### config.mk
export PLATFORM = sky130hd
export DESIGN_NAME = digit_seq_ctrl_flat
export DESIGN_NICKNAME = d
export VERILOG_FILES = /design/src/rtl/digit_pkg.sv /design/src/rtl/digit_seq_ctrl_if.sv /design/src/rtl/digit_port_mux.sv /design/src/rtl/digit_seq_ctrl.sv /design/src/flat_wrapper.sv
export SDC_FILE = /design/constraint.sdc
export NUM_CORES = 1
export LEC_CHECK = 0
export ABC_CLOCK_PERIOD_IN_PS = 1550
export BUFFER_PORTS_ARGS = -buffer_cell sky130_fd_sc_hd__buf_2
export CORE_MARGIN = 5
export CORE_UTILIZATION = 29
export DETAILED_ROUTE_END_ITERATION = 12
export PLACE_DENSITY = 0.66
export REMOVE_ABC_BUFFERS = 1
export SKIP_LAST_GASP = 1
export SYNTH_ARGS = -nofsm -noshare
export SYNTH_HDL_FRONTEND = slang
export SYNTH_SLANG_ARGS = --single-unit
### constraint.sdc
create_clock -name clk -period 1.55 [get_ports clk]
set_input_delay 0.155 -clock clk [delete_from_list [all_inputs] [get_ports clk]]
set_output_delay 0.155 -clock clk [all_outputs]
set_load 0.05 [all_outputs]
### src/rtl/digit_pkg.sv
// -----------------------------------------------------------------------------
// digit_pkg
// Shared definitions for the digit sequencing controller:
//   - controller state enumeration
//   - host register addresses and CTRL/STATUS bit positions
//   - default sizes of the input block, result block and result base address
//   - helper that assembles the STATUS register word
// No ports; imported by every file of the block.
// -----------------------------------------------------------------------------
package digit_pkg;

  // Controller phases: waiting, accepting input words, engine busy, result ready
  typedef enum logic [1:0] {
    ST_IDLE = 2'd0,
    ST_LOAD = 2'd1,
    ST_RUN  = 2'd2,
    ST_DONE = 2'd3
  } state_t;

  // Default geometry of the shared buffer
  localparam int N_IN_DEF     = 25;
  localparam int N_OUT_DEF    = 10;
  localparam int RES_BASE_DEF = 32;

  // Widths used across the block
  localparam int DATA_W = 16;
  localparam int CNT_W  = 5;
  localparam int MEM_AW = 6;

  // Host register map
  localparam logic [3:0] ADDR_CTRL   = 4'h0;
  localparam logic [3:0] ADDR_STATUS = 4'h1;
  localparam logic [3:0] ADDR_DATA   = 4'h2;
  localparam logic [3:0] ADDR_RES0   = 4'h3;

  // CTRL write bits
  localparam int CTRL_START   = 0;
  localparam int CTRL_CLEAR   = 1;
  localparam int CTRL_IRQ_ACK = 2;

  // STATUS read bits; load_count occupies the low CNT_W bits
  localparam int STAT_ERR  = 15;
  localparam int STAT_DONE = 14;
  localparam int STAT_BUSY = 13;

  // Builds the STATUS word from the individual flags and the load counter
  function automatic logic [DATA_W-1:0] packStatus(
    input logic             err,
    input logic             done,
    input logic             busy,
    input logic [CNT_W-1:0] loadCount
  );
    logic [DATA_W-1:0] status;
    status            = '0;
    status[STAT_ERR]  = err;
    status[STAT_DONE] = done;
    status[STAT_BUSY] = busy;
    status[CNT_W-1:0] = loadCount;
    return status;
  endfunction

endpackage

### src/rtl/digit_seq_ctrl_if.sv
// -----------------------------------------------------------------------------
// digit_seq_ctrl_if
// Host bus of the digit sequencing controller (Avalon-MM style, read latency 1).
//   chipselect, address[3:0], read, write, writedata[15:0] : host -> controller
//   readdata[15:0], irq                                     : controller -> host
// Modports: master (host side), slave (controller side).
// -----------------------------------------------------------------------------
interface digit_seq_ctrl_if;
  import digit_pkg::*;

  logic              chipselect;
  logic [3:0]        address;
  logic              read;
  logic              write;
  logic [DATA_W-1:0] writedata;
  logic [DATA_W-1:0] readdata;
  logic              irq;

  modport master (
    output chipselect, address, read, write, writedata,
    input  readdata, irq
  );

  modport slave (
    input  chipselect, address, read, write, writedata,
    output readdata, irq
  );

endinterface

### src/rtl/digit_port_mux.sv
// -----------------------------------------------------------------------------
// digit_port_mux
// Combinational owner selection for the two ports of the external shared RAM.
// While the engine owns the buffer it drives both ports; otherwise the host
// side drives the read port (result readback) and write port (input loading).
//   i_block                         : forces every RAM port output to 0
//   i_engOwns                       : engine owns both ports this cycle
//   i_hostRdEn, i_hostResIdx        : host result read, result index
//   i_hostWrEn, i_hostWrAddr/Data   : host input-word write
//   i_engRd, i_engRdAddr            : engine input read
//   i_engWr, i_engWrAddr/Data       : engine result write
//   o_memRa, o_memWa, o_memWe, o_memD : RAM read address / write port
// -----------------------------------------------------------------------------
module digit_port_mux
  import digit_pkg::*;
#(
  parameter int RES_BASE = RES_BASE_DEF
) (
  input  logic              i_block,
  input  logic              i_engOwns,
  input  logic              i_hostRdEn,
  input  logic [3:0]        i_hostResIdx,
  input  logic              i_hostWrEn,
  input  logic [CNT_W-1:0]  i_hostWrAddr,
  input  logic [DATA_W-1:0] i_hostWrData,
  input  logic              i_engRd,
  input  logic [4:0]        i_engRdAddr,
  input  logic              i_engWr,
  input  logic [3:0]        i_engWrAddr,
  input  logic [DATA_W-1:0] i_engWrData,
  output logic [MEM_AW-1:0] o_memRa,
  output logic [MEM_AW-1:0] o_memWa,
  output logic              o_memWe,
  output logic [DATA_W-1:0] o_memD
);

  localparam logic [MEM_AW-1:0] RES_BASE_A = MEM_AW'(RES_BASE);

  // Idle ports are held at zero so an unused cycle never shows a stale address
  always_comb begin
    o_memRa = '0;
    o_memWa = '0;
    o_memWe = 1'b0;
    o_memD  = '0;
    if (!i_block) begin
      if (i_engOwns) begin
        if (i_engRd) begin
          o_memRa = {1'b0, i_engRdAddr};
        end
        if (i_engWr) begin
          o_memWe = 1'b1;
          o_memWa = RES_BASE_A + {2'b00, i_engWrAddr};
          o_memD  = i_engWrData;
        end
      end else begin
        if (i_hostRdEn) begin
          o_memRa = RES_BASE_A + {2'b00, i_hostResIdx};
        end
        if (i_hostWrEn) begin
          o_memWe = 1'b1;
          o_memWa = {1'b0, i_hostWrAddr};
          o_memD  = i_hostWrData;
        end
      end
    end
  end

endmodule

### src/rtl/digit_seq_ctrl.sv
// -----------------------------------------------------------------------------
// digit_seq_ctrl
// Sequences a digit-processing engine over a shared external RAM: the host
// loads N_IN input words, starts the engine, and reads back N_OUT results once
// the engine signals completion.
//   clk, reset                       : clock, synchronous active-high reset
//   host (digit_seq_ctrl_if.slave)   : register bus + irq
//   eng_start / eng_done             : engine start pulse / completion pulse
//   eng_rd, eng_rd_addr, eng_rd_data : engine input-word reads (1-cycle latency)
//   eng_wr, eng_wr_addr, eng_wr_data : engine result writes
//   mem_ra, mem_wa, mem_we, mem_d, mem_q : external two-port RAM
// -----------------------------------------------------------------------------
module digit_seq_ctrl
  import digit_pkg::*;
#(
  parameter int N_IN     = N_IN_DEF,
  parameter int N_OUT    = N_OUT_DEF,
  parameter int RES_BASE = RES_BASE_DEF
) (
  input  logic                clk,
  input  logic                reset,
  digit_seq_ctrl_if.slave     host,
  output logic                eng_start,
  input  logic                eng_done,
  input  logic                eng_rd,
  input  logic [4:0]          eng_rd_addr,
  output logic [DATA_W-1:0]   eng_rd_data,
  input  logic                eng_wr,
  input  logic [3:0]          eng_wr_addr,
  input  logic [DATA_W-1:0]   eng_wr_data,
  output logic [MEM_AW-1:0]   mem_ra,
  output logic [MEM_AW-1:0]   mem_wa,
  output logic                mem_we,
  output logic [DATA_W-1:0]   mem_d,
  input  logic [DATA_W-1:0]   mem_q
);

  localparam logic [CNT_W-1:0] N_IN_CNT = CNT_W'(N_IN);
  localparam logic [3:0]       RES_LAST = 4'(int'(ADDR_RES0) + N_OUT - 1);

  state_t             r_state;
  logic [CNT_W-1:0]   r_loadCount;
  logic               r_err;
  logic               r_done;
  logic               r_irq;
  logic               r_engStart;
  logic [DATA_W-1:0]  r_readdata;
  logic               r_readFromRam;
  logic               r_engRdPending;

  logic               w_hostRd;
  logic               w_hostWr;
  logic               w_isResult;
  logic [3:0]         w_resIdx;
  logic               w_engOwns;
  logic               w_hostRamRd;
  logic               w_dataWr;
  logic               w_loadFull;
  logic               w_dataAccept;
  logic               w_ctrlWr;
  logic               w_clear;
  logic               w_start;
  logic               w_irqAck;
  logic [DATA_W-1:0]  w_regReadValue;

  // Bus decode; every host access is qualified by chipselect
  assign w_hostRd     = host.chipselect & host.read;
  assign w_hostWr     = host.chipselect & host.write;
  assign w_isResult   = (host.address >= ADDR_RES0) && (host.address <= RES_LAST);
  assign w_resIdx     = host.address - ADDR_RES0;
  assign w_engOwns    = (r_state == ST_RUN);
  assign w_hostRamRd  = w_hostRd & w_isResult & ~w_engOwns;
  assign w_dataWr     = w_hostWr & (host.address == ADDR_DATA);
  assign w_loadFull   = (r_loadCount == N_IN_CNT);
  assign w_dataAccept = w_dataWr & ~w_loadFull &
                        ((r_state == ST_IDLE) | (r_state == ST_LOAD));
  assign w_ctrlWr     = w_hostWr & (host.address == ADDR_CTRL);
  assign w_clear      = w_ctrlWr & host.writedata[CTRL_CLEAR];
  assign w_start      = w_ctrlWr & host.writedata[CTRL_START] & ~host.writedata[CTRL_CLEAR];
  assign w_irqAck     = w_ctrlWr & host.writedata[CTRL_IRQ_ACK];

  // Register-backed read values; RAM-backed results bypass this path and are
  // taken straight from mem_q in the following cycle to keep read latency 1
  always_comb begin
    w_regReadValue = '0;
    if (host.address == ADDR_STATUS) begin
      w_regReadValue = packStatus(r_err, r_done, w_engOwns, r_loadCount);
    end
  end

  digit_port_mux #(
    .RES_BASE(RES_BASE)
  ) u_portMux (
    .i_block      (reset),
    .i_engOwns    (w_engOwns),
    .i_hostRdEn   (w_hostRamRd),
    .i_hostResIdx (w_resIdx),
    .i_hostWrEn   (w_dataAccept),
    .i_hostWrAddr (r_loadCount),
    .i_hostWrData (host.writedata),
    .i_engRd      (eng_rd),
    .i_engRdAddr  (eng_rd_addr),
    .i_engWr      (eng_wr),
    .i_engWrAddr  (eng_wr_addr),
    .i_engWrData  (eng_wr_data),
    .o_memRa      (mem_ra),
    .o_memWa      (mem_wa),
    .o_memWe      (mem_we),
    .o_memD       (mem_d)
  );

  // Controller FSM with all flags and outputs registered. CLEAR wins over every
  // other event of the same cycle; IRQ_ACK is applied before a coincident
  // eng_done so a fresh completion is never lost.
  always_ff @(posedge clk) begin
    if (reset) begin
      r_state        <= ST_IDLE;
      r_loadCount    <= '0;
      r_err          <= 1'b0;
      r_done         <= 1'b0;
      r_irq          <= 1'b0;
      r_engStart     <= 1'b0;
      r_readdata     <= '0;
      r_readFromRam  <= 1'b0;
      r_engRdPending <= 1'b0;
    end else begin
      r_engStart     <= 1'b0;
      r_readFromRam  <= w_hostRamRd;
      r_readdata     <= w_hostRd ? w_regReadValue : '0;
      r_engRdPending <= w_engOwns & eng_rd;
      if (w_clear) begin
        r_state     <= ST_IDLE;
        r_loadCount <= '0;
        r_err       <= 1'b0;
        r_done      <= 1'b0;
        r_irq       <= 1'b0;
      end else begin
        if (w_irqAck) begin
          r_irq <= 1'b0;
        end
        unique case (r_state)
          ST_IDLE, ST_LOAD: begin
            if (w_dataWr) begin
              if (w_loadFull) begin
                r_err <= 1'b1;
              end else begin
                r_loadCount <= r_loadCount + 5'd1;
                r_state     <= ST_LOAD;
              end
            end
            if (w_start) begin
              if ((r_state == ST_LOAD) && w_loadFull) begin
                r_state    <= ST_RUN;
                r_engStart <= 1'b1;
              end else begin
                r_err <= 1'b1;
              end
            end
          end
          ST_RUN: begin
            if (w_dataWr || w_start) begin
              r_err <= 1'b1;
            end
            if (eng_done) begin
              r_state <= ST_DONE;
              r_done  <= 1'b1;
              r_irq   <= 1'b1;
            end
          end
          ST_DONE: begin
            if (w_dataWr || w_start) begin
              r_err <= 1'b1;
            end
          end
          default: r_state <= ST_IDLE;
        endcase
      end
    end
  end

  assign host.readdata = r_readFromRam ? mem_q : r_readdata;
  assign host.irq      = r_irq;
  assign eng_start     = r_engStart;
  // Engine read data is only meaningful while the engine still owns the RAM
  assign eng_rd_data   = (r_engRdPending && (r_state == ST_RUN)) ? mem_q : '0;

endmodule

### src/flat_wrapper.sv
// flat-port wrapper written by rule: the top's interface ports become plain ports
module digit_seq_ctrl_flat import digit_pkg::*;
#(
  parameter int N_IN     = N_IN_DEF,
  parameter int N_OUT    = N_OUT_DEF,
  parameter int RES_BASE = RES_BASE_DEF
)
  (clk, reset, eng_start, eng_done, eng_rd, eng_rd_addr, eng_rd_data, eng_wr, eng_wr_addr, eng_wr_data, mem_ra, mem_wa, mem_we, mem_d, mem_q, host_chipselect, host_address, host_read, host_write, host_writedata, host_readdata, host_irq);
  digit_seq_ctrl_if host_i ();
  input  logic clk;
  input  logic reset;
  output logic eng_start;
  input  logic eng_done;
  input  logic eng_rd;
  input  logic [4:0] eng_rd_addr;
  output logic [DATA_W-1:0] eng_rd_data;
  input  logic eng_wr;
  input  logic [3:0] eng_wr_addr;
  input  logic [DATA_W-1:0] eng_wr_data;
  output logic [MEM_AW-1:0] mem_ra;
  output logic [MEM_AW-1:0] mem_wa;
  output logic mem_we;
  output logic [DATA_W-1:0] mem_d;
  input  logic [DATA_W-1:0] mem_q;
  input wire logic [$bits(host_i.chipselect)-1:0] host_chipselect;
  input wire logic [$bits(host_i.address)-1:0] host_address;
  input wire logic [$bits(host_i.read)-1:0] host_read;
  input wire logic [$bits(host_i.write)-1:0] host_write;
  input wire logic [$bits(host_i.writedata)-1:0] host_writedata;
  output wire logic [$bits(host_i.readdata)-1:0] host_readdata;
  output wire logic [$bits(host_i.irq)-1:0] host_irq;
  assign host_i.chipselect = host_chipselect;
  assign host_i.address = host_address;
  assign host_i.read = host_read;
  assign host_i.write = host_write;
  assign host_i.writedata = host_writedata;
  assign host_readdata = host_i.readdata;
  assign host_irq = host_i.irq;
  digit_seq_ctrl #(.N_IN(N_IN), .N_OUT(N_OUT), .RES_BASE(RES_BASE)) u_core (.clk(clk), .reset(reset), .host(host_i), .eng_start(eng_start), .eng_done(eng_done), .eng_rd(eng_rd), .eng_rd_addr(eng_rd_addr), .eng_rd_data(eng_rd_data), .eng_wr(eng_wr), .eng_wr_addr(eng_wr_addr), .eng_wr_data(eng_wr_data), .mem_ra(mem_ra), .mem_wa(mem_wa), .mem_we(mem_we), .mem_d(mem_d), .mem_q(mem_q));
endmodule
==> flow_summary.json, run 1 <==
{
  "async_reset_ff_share_pct": 0,
  "tightestPinTransition_ns": 0.315,
  "routed-via-count": 1904,
  "reg2regPathDepth": 7,
  "final_layout_size_suffix_gt1_share_pct": 66.7,
  "slowest_stage": "dfxtp_2",
  "synth_seq_cells": 21,
  "area_growth_pct": 107,
  "synth_top_area_cell": "dfxtp_1",
  "r2r-end": "u_core.r_err",
  "drc_errors": 0,
  "grt_pass1_vias": 2008,
  "die_y_um": 81.2,
  "rsz0062_at_grt": "yes",
  "gp_congestion": 0.818,
  "p_per_area_nw_per_um2": 385,
  "netlist_top_cells_area": "dfxtp_1, a22o_1, and2_1",
  "dr.pass1.iters": 4,
  "dieArea_um2": 6590,
  "yosysSeqAreaShare_pct": 28.6,
  "postRouteAntennaNets": 0,
  "rows": 26,
  "finalWorstSetupSlack_ns": -0.465,
  "synth_edf_count": 0,
  "nNetsFinal": 403,
  "die_w_um": 81.2,
  "pre_cts_slack_ns": -0.388,
  "syn_area_um2": 1470,
  "drv_slew": 0,
  "fin_setup_tns_ns": -9.92,
  "dpl_cell_area_um2": 2370,
  "synth_flop_cell": "dfxtp_1",
  "multi_input_area_um2": 1140,
  "cts_root_buffer": "clkbuf_8",
  "critPathMaxStageDelay_ns": 0.34,
  "grtUsageMet3_pct": 5.10,
  "end_kind": "output pin",
  "cts.path.max_buffers": 2,
  "max_freq_mhz": 496,
  "status": "finished with violations",
  "setup_viol": 37,
  "cts_buffers": 3,
  "max-cap-violations": 0,
  "drt_wl_total_mm": 5.83,
  "final_util_pct": 60.8,
  "gr-usage-all-layers_pct": 17.4,
  "cts_sinks": 21,
  "avgSynthCellArea_um2": 8.86,
  "port_buffers": 131,
  "critical_path_required_ns": 1.39,
  "antenna_found_initial": 0,
  "cts_tree": "built",
  "p_leak_nw": 1.50,
  "cp_max_fo": 5,
  "yosysTopAreaCellShare_pct": 28.6,
  "p_total_mw": 1.17,
  "violations": "negative setup slack",
  "placed_cells": 383,
  "whs_ns": 0.145,
  "sw_frac_of_total_pct": 27.7,
  "dp_hpwl_mm": 4.18,
  "seq_area_um2": 429,
  "cp_cell_sequence": "inv_2, ha_4, and4b_1, nand4bb_4, nor2_4, buf_6, a22o_1, buf_6",
  "final_cells": 397,
  "antennaDiodeCount": 0,
  "syn_inst": 166,
  "yosysWarnings": 0,
  "finalInstanceArea_um2": 3050,
  "critPathLaunch": "u_core.r_loadCount[1]",
  "critical_path.most_common_cell": "buf_6",
  "min-delay-start": "host_writedata[1]",
  "final_hold_viol_count": 0,
  "hold_end": "u_core.eng_start",
  "period_needed_ns": 2.01,
  "hold_depth": 2,
  "worstPathArrival_ns": 1.86,
  "via_per_inst": 4.80,
  "criticalPathCategory": "flip-flop to output pin",
  "finalCritPeriodShare_pct": 130,
  "grt_pass1_wl_mm": 9.11,
  "htreeDepth": 1,
  "clk_pin_slew_ns": 0.08,
  "drt-initial-drc-count": 42,
  "intPower_mw": 0.848,
  "p_comb_share_pct": 23.9,
  "clock_latency_ns": 0.26,
  "fin_worst_skew_ns": 0.00676,
  "grt.overflow.total": 0,
  "grt_use_met2_pct": 33.7,
  "pwr-share-seq_pct": 46.1,
  "coreArea_um2": 5010,
  "yosysUniqueCellTypes": 38,
  "ios": 132,
  "max_slew_margin_pct": 78.8,
  "met1_usage_pct": 18.3,
  "final.fill_count": 444,
  "grt_max_degree": 22,
  "max-vdd-ir-drop_uv": 287,
  "p_switching_mw": 0.325,
  "reg2reg_from": "u_core.r_loadCount[1]",
  "crit_path_start_kind": "flip-flop",
  "grt-busiest-layer": "met2",
  "reg2reg_slack_ns": 0.03,
  "wire_per_inst_um": 14.7,
  "hold_path_class": "primary input to flip-flop",
  "clkPwrFrac_pct": 30.1,
  "start_util_pct": 29.3
}
==> metal layers <==
| metal | routed length, µm | up-vias |
|---|---|---|
| li1 | - | 930 |
| met1 | 2270 | 866 |
| met2 | 2940 | 106 |
| met3 | 596 | 2 |
| met4 | 27 | 0 |
| met5 | 0 | - |
==> worst max-delay path, delay by kind of cell (launching register included) <==
family                   cells  cell delay [ns]
AO/OA/AOI/OAI                1             0.15
AND/OR/NAND/NOR              3             0.61
adder cells (fa/ha/maj)      1             0.14
flip-flops                   1             0.34
buffers and inverters        3             0.36
==> Yosys cell counts (all sizes together), types with 2 or more instances <==
cell	count
nand3	3
nor4	3
o21ai	3
nor3b	2
xnor2	2
and4bb	2
buf	6
nor2b	3
a31oi	2
xor2	4
a21oi	5
dfxtp	21
and3	17
a22o	23
ha	6
or2	2
clkbuf	5
nand4	2
mux2	8
nor2	10
nand2	3
and2	20
inv	3
==> registers in the layout (all words and copies together), names as in the netlist <==
| name | flops |
|---|---|
| u_core.r_readdata | 8 |
| u_core.r_loadCount | 5 |
| u_core.r_state | 2 |
| u_core.eng_start | 1 |
| u_core.host.irq | 1 |
| u_core.r_done | 1 |
| u_core.r_engRdPending | 1 |
| u_core.r_err | 1 |
| u_core.r_readFromRam | 1 |
==> cells in the final DEF, fill, tap and decap left out, types with 2 or more instances in the layout <==
master	synthesis	layout
buf_6	2	35
nor4_1	2	2
buf_4	0	27
xor2_1	4	4
nor2_1	10	9
xnor2_1	2	2
a31oi_1	2	2
nand3_1	2	2
ha_1	6	5
mux2_2	8	8
dfxtp_2	0	4
a22o_1	23	23
nor2b_4	0	2
nand2_1	3	3
inv_1	3	2
nand4_1	2	2
dfxtp_1	21	16
and3_4	0	16
buf_2	4	86
and2_1	20	19
a21oi_1	5	5
clkbuf_8	0	3
buf_8	0	19
==> kinds of logic after synthesis <==
group           after synthesis  synth area share [%]
buf+inv                      14                  4.94
flops                        21                  28.6
xor+xnor                      6                  3.57
fa+ha+maj                     6                  5.11
compound gates               37                  19.4
simple gates                 74                  32.3
mux                           8                  6.13
==> worst max path at each step <==
stage	depth (start not counted)	endpoint
floorplan	4	mem_wa[2]
global placement	8	mem_wa[3]
detailed placement	8	mem_d[14]
CTS	8	mem_wa[1]
global route	8	mem_wa[0]
finish	8	mem_wa[1]
==> repair_timing <==
item | 4_1_cts | 5_1_grt
gates resized for setup | 144 | 18
endpoints found under the setup margin | 46 | 49
setup buffers | 4 | 2
gates cloned | 5 | 0
pin swaps | 38 | 8
hold buffers | 0 | 0
==> power by group through the flow <==
| stage | Combinational, mW | Clock [mW] | Sequential [mW] |
|---|---|---|---|
| final | 0.280 | 0.353 | 0.540 |
| after global routing | 0.303 | 0.387 | 0.540 |
| after CTS | 0.274 | 0.363 | 0.540 |
| after detailed placement | 0.256 | 0 | 0.554 |
| after global placement | 0.252 | 0 | 0.554 |
| after floorplan | 0.103 | 0 | 0.558 |
==> final cells by class <==
class                           instances  share of cell area [%]
Sequential cell                        21                    14.1
Clock inverter                          1                   0.164
Clock buffer                            3                    1.35
Inverter                                3                   0.369
Tap cell                               70                    2.87
Timing Repair Buffer                  168                    43.7
Multi-Input combinational cell        131                    37.4
(Power assumes the default switching activity.)
==> run 2, diff against run 1 <==
Settings changed: CORE_ASPECT_RATIO set to 2.
==> flow_summary.json, run 2 (synthesized netlist as in run 1, its figures left out) <==
{
  "max-cap-violations": 0,
  "p_per_area_nw_per_um2": 390,
  "max_freq_mhz": 502,
  "final_common_cell": "buf_2",
  "drc_errors": 0,
  "ios": 132,
  "hold_depth": 2,
  "path_buf_inv": 3,
  "criticalPathCategory": "flip-flop to output pin",
  "top_register": "u_core.r_readdata",
  "p_total_mw": 1.18,
  "dieArea_um2": 6680,
  "start_util_pct": 29.9,
  "dpl_cell_area_um2": 2380,
  "max_slew_margin_pct": 69.7,
  "end_kind": "output pin",
  "cts.path.max_buffers": 2,
  "hold_path_class": "primary input to flip-flop",
  "gr-usage-all-layers_pct": 17.6,
  "nNetsFinal": 400,
  "finalInstanceArea_um2": 3010,
  "clk_pin_slew_ns": 0.08,
  "drt_wl_total_mm": 5.81,
  "critical_path.most_common_cell": "buf_6",
  "cts_tree": "built",
  "cts_root_buffer": "clkbuf_8",
  "die_w_um": 60.3,
  "cts_hold_buf": 0,
  "drv_slew": 0,
  "critPathTopFamily": "simple AND/OR/NAND/NOR gates",
  "gp_congestion": 0.814,
  "status": "finished with violations",
  "cp_cell_sequence": "inv_2, ha_4, and4b_1, nand4bb_4, nor2_4, buf_6, a22o_1, buf_6",
  "cp_max_fo": 10,
  "wire_per_inst_um": 15.3,
  "drt-initial-drc-count": 49,
  "final.fill_count": 430,
  "rsz0062_at_grt": "yes",
  "setup_viol": 43,
  "fin_worst_skew_ns": 0.00151,
  "reg2regPathDepth": 7,
  "coreArea_um2": 4910,
  "critical_path_required_ns": 1.39,
  "hold_end": "u_core.eng_start",
  "clock_latency_ns": 0.26,
  "routed-via-count": 1890,
  "period_needed_ns": 1.99,
  "slowest_stage": "dfxtp_2",
  "violations": "negative setup slack",
  "antennaDiodeCount": 0,
  "mostFrequentLayoutCells": "buf_2, buf_6, buf_4",
  "dp_hpwl_mm": 4.23,
  "grt.overflow.total": 0,
  "crit_path_start_kind": "flip-flop",
  "finalCritPeriodShare_pct": 129,
  "cp_num_cells": 8,
  "antenna_found_initial": 0,
  "reg2reg_slack_ns": 0.02,
  "reg2reg_from": "u_core.r_loadCount[1]",
  "grt_max_degree": 23,
  "final_layout_size_suffix_gt1_share_pct": 66.7,
  "dr.pass1.iters": 4,
  "min-delay-start": "host_writedata[1]",
  "htreeDepth": 1,
  "area_growth_pct": 105,
  "largest_register_ffs": 8,
  "p_leak_nw": 1.48,
  "cts_sinks": 21,
  "port_buffers": 131,
  "max-vdd-ir-drop_uv": 356,
  "via_per_inst": 4.96,
  "whs_ns": 0.155,
  "top_regs": "u_core.r_readdata x8, u_core.r_loadCount x5, u_core.r_state x2",
  "die_y_um": 111,
  "worstPathArrival_ns": 1.84,
  "cts_buffers": 3,
  "tightestPinTransition_ns": 0.451,
  "postRouteAntennaNets": 0,
  "critPathMaxStageDelay_ns": 0.34,
  "grt_pass1_vias": 2037,
  "final_hold_viol_count": 0,
  "rows": 36,
  "r2r-end": "u_core.r_err",
  "finalWorstSetupSlack_ns": -0.442,
  "grt_pass1_wl_mm": 9.25
}
-- run 2: worst reg2reg max path: cells and delay by family, from the launching register on --
| kind | cells | cell delay, ns |
|---|---|---|
| flip-flops | 1 | 0.34 |
| AND/OR/NAND/NOR | 3 | 0.71 |
| AO/OA/AOI/OAI | 1 | 0.12 |
| buffers and inverters | 2 | 0.16 |
| adder cells (fa/ha/maj) | 1 | 0.14 |
-- run 2: timing repair --
| action | 4_1_cts | 5_1_grt |
|---|---|---|
| pin swaps | 20 | 10 |
| gates resized for setup | 140 | 21 |
| gates cloned | 3 | 0 |
| endpoints found under the setup margin | 46 | 56 |
| buffers inserted | 3 | 2 |
-- run 2: where the power goes --
part           leakage (nW)  internal [mW]  total (mW)  switching (mW)
clock network        0.0255          0.179       0.354           0.175
logic                  1.28          0.131       0.281           0.150
registers             0.172          0.539       0.541         0.00131
-- run 2: how the worst max path moves through the flow --
stage / startpoint / endpoint
after floorplan: u_core.r_state[1] / mem_wa[2]
after global placement: u_core.r_loadCount[1] / mem_wa[0]
after detailed placement: u_core.r_loadCount[1] / mem_d[12]
after CTS: u_core.r_loadCount[1] / mem_d[9]
after global routing: u_core.r_loadCount[1] / mem_d[0]
final: u_core.r_loadCount[1] / mem_d[6]
-- run 2: layout make-up --
type	instances	area, µm²	share of cell area (%)
flip-flops and latches	21	429	14.2
clock buffers	3	41.3	1.37
repair buffers	165	1310	43.3
inverters	3	11.3	0.374
clock inverters	1	5.00	0.166
multi-input cells	131	1150	38.1
well taps	57	71.3	2.37
-- run 2: through the flow --
stage	util, %	TNS, ns	std cells	setup WS [ns]
after floorplan	-	-50.61	155	-2.08
after global placement	48.5	-6.05	372	-0.282
after detailed placement	48.5	-6.61	372	-0.307
after CTS	60.6	-10.83	382	-0.474
after global routing	61.4	-13.96	381	-0.555
final	61.4	-10.13	381	-0.442
-- run 2: metal layers --
| metal | GRT usage [%] | part of all wire (%) |
|---|---|---|
| met2 | 33.9 | 57 |
| met4 | 5.77 | 1.3 |
| met3 | 4.78 | 11 |
| met5 | 0 | 0 |
| met1 | 16.4 | 31 |
